--- config.mk ---
export PLATFORM = sky130hd
export DESIGN_NAME = alu
export DESIGN_NICKNAME = d
export VERILOG_FILES = /design/src/rtl/alu.sv
export SDC_FILE = /design/constraint.sdc
export NUM_CORES = 1
export LEC_CHECK = 0
export ABC_CLOCK_PERIOD_IN_PS = 16100
export CAP_MARGIN = 5
export CORE_MARGIN = 2
export CORE_UTILIZATION = 61
export DETAILED_ROUTE_END_ITERATION = 8
export HOLD_SLACK_MARGIN = 0.15
export PLACE_DENSITY_LB_ADDON = 0.08
export RECOVER_POWER = 50
export SLEW_MARGIN = 25
export SYNTH_ARGS = -nofsm -noshare
export SYNTH_HDL_FRONTEND = slang
export SYNTH_SLANG_ARGS = --single-unit
--- constraint.sdc ---
create_clock -name i_clk -period 16.1 [get_ports i_clk]
set_input_delay 3.22 -clock i_clk [delete_from_list [all_inputs] [get_ports i_clk]]
set_output_delay 3.22 -clock i_clk [all_outputs]
set_load 0.1 [all_outputs]
--- src/rtl/alu.sv ---
// 8-bit registered ALU: 32 operations selected by i_select, result and Z/C flags captured
// on the rising edge when i_op_enable is high; the stored carry feeds ADC/SBB/RCL/RCR.
module alu (
    input  logic       i_clk,
    input  logic       i_rst,
    input  logic       i_op_enable,
    input  logic [4:0] i_select,
    input  logic [7:0] i_a,
    input  logic [7:0] i_b,
    output logic [7:0] o_out,
    output logic       o_flag_zero,
    output logic       o_flag_carry
);

    localparam logic [4:0] OpPassA = 5'h00, OpAdd  = 5'h01, OpAdc  = 5'h02, OpSub  = 5'h03;
    localparam logic [4:0] OpSbb   = 5'h04, OpInc  = 5'h05, OpDec  = 5'h06, OpAnd  = 5'h07;
    localparam logic [4:0] OpOr    = 5'h08, OpXor  = 5'h09, OpNot  = 5'h0A, OpNand = 5'h0B;
    localparam logic [4:0] OpNor   = 5'h0C, OpXnor = 5'h0D, OpShl  = 5'h0E, OpShr  = 5'h0F;
    localparam logic [4:0] OpAsr   = 5'h10, OpRol  = 5'h11, OpRor  = 5'h12, OpRcl  = 5'h13;
    localparam logic [4:0] OpRcr   = 5'h14, OpCmp  = 5'h15, OpPassB = 5'h16, OpNeg = 5'h17;
    localparam logic [4:0] OpSwap  = 5'h18, OpClr  = 5'h19, OpSet  = 5'h1A, OpMin  = 5'h1B;
    localparam logic [4:0] OpMax   = 5'h1C, OpMul  = 5'h1D, OpTst  = 5'h1E, OpNop  = 5'h1F;

    logic [7:0]  r_out;
    logic        r_zero;
    logic        r_carry;

    logic [8:0]  w_add;
    logic [8:0]  w_adc;
    logic [8:0]  w_sub;
    logic [8:0]  w_sbb;
    logic [15:0] w_mul;
    logic [7:0]  w_res;
    logic        w_carry;
    logic        w_wr_out;
    logic        w_wr_flags;

    // 9-bit forms: bit 8 is carry for sums and borrow for differences
    assign w_add = {1'b0, i_a} + {1'b0, i_b};
    assign w_adc = w_add + {8'h00, r_carry};
    assign w_sub = {1'b0, i_a} - {1'b0, i_b};
    assign w_sbb = w_sub - {8'h00, r_carry};
    assign w_mul = {8'h00, i_a} * {8'h00, i_b};

    always_comb begin
        w_res      = 8'h00;
        w_carry    = 1'b0;
        w_wr_out   = 1'b1;
        w_wr_flags = 1'b1;
        case (i_select)
            OpPassA: w_res = i_a;
            OpAdd:   begin w_res = w_add[7:0]; w_carry = w_add[8]; end
            OpAdc:   begin w_res = w_adc[7:0]; w_carry = w_adc[8]; end
            OpSub:   begin w_res = w_sub[7:0]; w_carry = w_sub[8]; end
            OpSbb:   begin w_res = w_sbb[7:0]; w_carry = w_sbb[8]; end
            OpInc:   begin w_res = i_a + 8'h01; w_carry = (i_a == 8'hFF); end
            OpDec:   begin w_res = i_a - 8'h01; w_carry = (i_a == 8'h00); end
            OpAnd:   w_res = i_a & i_b;
            OpOr:    w_res = i_a | i_b;
            OpXor:   w_res = i_a ^ i_b;
            OpNot:   w_res = ~i_a;
            OpNand:  w_res = ~(i_a & i_b);
            OpNor:   w_res = ~(i_a | i_b);
            OpXnor:  w_res = ~(i_a ^ i_b);
            OpShl:   begin w_res = {i_a[6:0], 1'b0};     w_carry = i_a[7]; end
            OpShr:   begin w_res = {1'b0, i_a[7:1]};     w_carry = i_a[0]; end
            OpAsr:   begin w_res = {i_a[7], i_a[7:1]};   w_carry = i_a[0]; end
            OpRol:   begin w_res = {i_a[6:0], i_a[7]};   w_carry = i_a[7]; end
            OpRor:   begin w_res = {i_a[0], i_a[7:1]};   w_carry = i_a[0]; end
            OpRcl:   begin w_res = {i_a[6:0], r_carry};  w_carry = i_a[7]; end
            OpRcr:   begin w_res = {r_carry, i_a[7:1]};  w_carry = i_a[0]; end
            OpCmp:   begin w_res = w_sub[7:0]; w_carry = w_sub[8]; w_wr_out = 1'b0; end
            OpPassB: w_res = i_b;
            OpNeg:   begin w_res = 8'h00 - i_a; w_carry = (i_a != 8'h00); end
            OpSwap:  w_res = {i_a[3:0], i_a[7:4]};
            OpClr:   w_res = 8'h00;
            OpSet:   w_res = 8'hFF;
            OpMin:   w_res = (i_a < i_b) ? i_a : i_b;
            OpMax:   w_res = (i_a > i_b) ? i_a : i_b;
            OpMul:   begin w_res = w_mul[7:0]; w_carry = |w_mul[15:8]; end
            OpTst:   begin w_res = i_a & i_b; w_wr_out = 1'b0; end
            OpNop:   begin w_wr_out = 1'b0; w_wr_flags = 1'b0; end
            default: begin w_wr_out = 1'b0; w_wr_flags = 1'b0; end
        endcase
    end

    always_ff @(posedge i_clk) begin
        if (i_rst) begin
            r_out   <= 8'h00;
            r_zero  <= 1'b1;
            r_carry <= 1'b0;
        end else if (i_op_enable) begin
            if (w_wr_out) begin
                r_out <= w_res;
            end
            if (w_wr_flags) begin
                r_zero  <= (w_res == 8'h00);
                r_carry <= w_carry;
            end
        end
    end

    assign o_out        = r_out;
    assign o_flag_zero  = r_zero;
    assign o_flag_carry = r_carry;

endmodule

==> run_results.csv <==
group,metric,value,unit
status,outcome,"finished clean",
grt,grt_usage,0.433,
critical_path,startpoint_type,"primary input",
grt,grt_pass1_wl,34000,µm
clock_tree,clk_latency,0.25,ns
critical_path,arrival,9.16,ns
grt,antenna_found_initial,1,
grt,grt_pass1_vias,6290,
pwr,p_total,412,µW
route,wl,22000,µm
synthesis,ys_async_sr_fraction,0,
synthesis,avgSynthCellArea,7.35,µm²
critical_path,end_kind,"flip-flop",
clock_tree,cts_max_level,1,
clock_tree,hold_buffers,0,
timing,rsz0062_at_grt,"no",
route,vias,6527,
synthesis,yosysTopAreaCellShare,0.157,
flow_run,drv_cap,0,
hold_path,min_from,"o_out[0]$_SDFFE_PP0P_",
timing,max_freq,0.111,GHz
cells_and_area,antenna_cells,0,
synthesis,synthesis.nets,917,
clock_tree,cts_resized,0,
timing,tightest_slew,1.00,ns
floorplan,start_util,0.625,
route,avgViaCountPerCell,7.25,
clock_tree,clk_pin_slew_worst_paths,0.06,ns
placed_design,dp_hpwl,16800,µm
timing,setup_tns,0,ns
cells_and_area,finalNetCount,925,
synthesis,post_synth_most_frequent_cells,"nor2_1, inv_1, nand2_1",
timing,hold_viol,0,
critical_path,cp_data_required_time,16.24,ns
cells_and_area,nFillCells,776,
synthesis,yosysMostFrequentCell,"nor2_1",
synthesis,yosysSeqAreaShare,0.0348,
timing,relSlewSlack,0.329,
grt,grt_max_degree,55,
timing,skew,0.00190,ns
floorplan,core_area,0.00920,mm²
synthesis,synth_edf_count,0,
timing,period_minus_slack,9.03,ns
clock_tree,clock-sinks,10,
synthesis,synth.area.top_cells,"ha_1, fa_1, nor2_1, inv_1, nand2_1",
placed_design,io_buffers,33,
floorplan,rows,35,
placed_design,place_congestion,1.16,
clock_tree,cts_tree,"built",
route,ant_nets,0,
clock_tree,cts_setup_buffers,0,
cells_and_area,syn2layout_area_growth,6.60,%
synthesis,yosysWarnings,0,
placed_design,dpl-instance-area,0.00607,mm²
route,drtPass1Iterations,9,
pwr,powerDensity,67.3,mW/mm²
floorplan,die_area,0.0102,mm²
critical_path,startpoint,"i_a[6]",
hold_path,hp-class,"reg2reg",
synthesis,yosysUniqueCellTypes,81,
grt,grt_overflow,0,
synthesis,synth_top_area_cell,"ha_1",
critical_path,worst-path-max-fanout,14,
critical_path,r2r-start,"o_flag_carry$_SDFFE_PP0P_",
pwr,leakage,2.71,nW
floorplan,ios,34,
critical_path,timing_worst_setup_path_type,"in2reg",
synthesis,synth_area,0.00575,mm²
clock_tree,cts_buffer_depth,2,
pwr,ir_worst_vdd,0.000110,V
floorplan,die_w,101,µm
cells_and_area,drive_above_1_share,0.0494,
route,drcViolationCount,0,
timing,setup_viol_count_final,0,
timing,timing.final.max_slew_violations,0,
synthesis,synth-seq-cells,10,
synthesis,ys.flop_type,"dfxtp_1",
clock_tree,numCtsBuffers,3,
clock_tree,root_buffer,"clkbuf_8",
synthesis,synthCells,782,
floorplan,die_y,101,µm
cells_and_area,fin_area,0.00612,mm²
route,drt_first_iter_violations,867,
timing,period_share,0.561,
route,routedWlPerCell,24.4,µm
-- registers in the layout (all words and copies together), names as in the netlist --
signal and cells:
o_out 8, o_flag_carry 1, o_flag_zero 1
-- per-layer routing --
layer  vias up  part of all wire  global-route usage
li1       2803                 -                   -
met1      3000              0.36               0.548
met2       586              0.43               0.651
met3       136              0.14               0.135
met4         2             0.061               0.244
met5         -           0.00064                   0
-- area by class of cell --
| cell class | count | area [µm²] | share of cell area |
|---|---|---|---|
| Inverter | 89 | 334 | 0.0545 |
| Timing Repair Buffer | 40 | 378 | 0.0617 |
| Multi-Input combinational cell | 646 | 5020 | 0.819 |
| Sequential cell | 10 | 200 | 0.0327 |
| Tap cell | 111 | 139 | 0.0227 |
| Clock buffer | 4 | 55.1 | 0.00899 |
-- metrics by stage --
stage,hold slack [ns],cells,setup WS (ns),util
final,0.503,900,7.07,0.666
after global routing,0.537,900,6.89,0.666
after CTS,0.505,900,7.17,0.666
after detailed placement,0.497,896,6.91,0.660
after global placement,0.474,896,7.11,0.660
after floorplan,0.936,782,8.25,-
-- kinds of logic after synthesis --
kind of cell / share of synthesized area
buf+inv: 0.0917
simple gates: 0.252
xor+xnor: 0.0732
mux: 0.0142
flops: 0.0348
compound gates: 0.242
fa+ha+maj: 0.293
-- worst paths after layout --
check | endpoint | slack [ns] | cells after the start
setup reg to reg | o_flag_zero$_SDFFE_PP1P_ | 12.93 | 9
setup / recovery | o_flag_carry$_SDFFE_PP0P_ | 7.07 | 19
hold / removal | o_out[0]$_SDFFE_PP0P_ | 0.50 | 2
hold reg to reg | o_out[0]$_SDFFE_PP0P_ | 0.50 | 2
-- power by group --
part	leakage [nW]	switching (mW)	internal [mW]
Combinational	2.59	0.215	0.133
Sequential	0.0827	0.00165	0.0271
Clock	0.0288	0.0134	0.0217
-- placed cells by master, fill, tap and decap left out, drive strengths merged, types with 6 or more instances in the layout --
master,netlist,layout
a211oi,15,15
a21o,6,6
a21oi,35,35
a221oi,12,12
a22oi,15,15
a31oi,9,9
buf,17,8
clkdlybuf4s50,0,22
dfxtp,10,10
dlygate4sd3,0,10
fa,39,39
ha,72,72
inv,84,84
mux2i,7,7
nand2,76,76
nand2b,8,8
nand3,13,13
nand3b,6,6
nand4,10,10
nor2,91,91
nor2b,8,8
nor3,25,25
o211ai,8,8
o21a,6,6
o21ai,23,23
o22ai,8,8
or2,7,7
or3,11,11
xnor2,31,31
xor2,17,17
-- worst max-delay path: stages --
cell,delay [ns]
clkdlybuf4s50_1,0.93
clkinv_1,0.56
nor2_1,0.27
fa_1,0.44
inv_1,0.08
fa_1,0.44
fa_1,0.52
fa_1,0.55
inv_1,0.04
ha_1,0.32
or2_2,0.28
a21oi_1,0.17
nand2b_1,0.15
o21ai_0,0.12
a21oi_1,0.22
xnor2_1,0.09
or4_1,0.57
nand2_1,0.10
a31oi_1,0.08
Note: power is estimated with default switching activity, not from simulation.
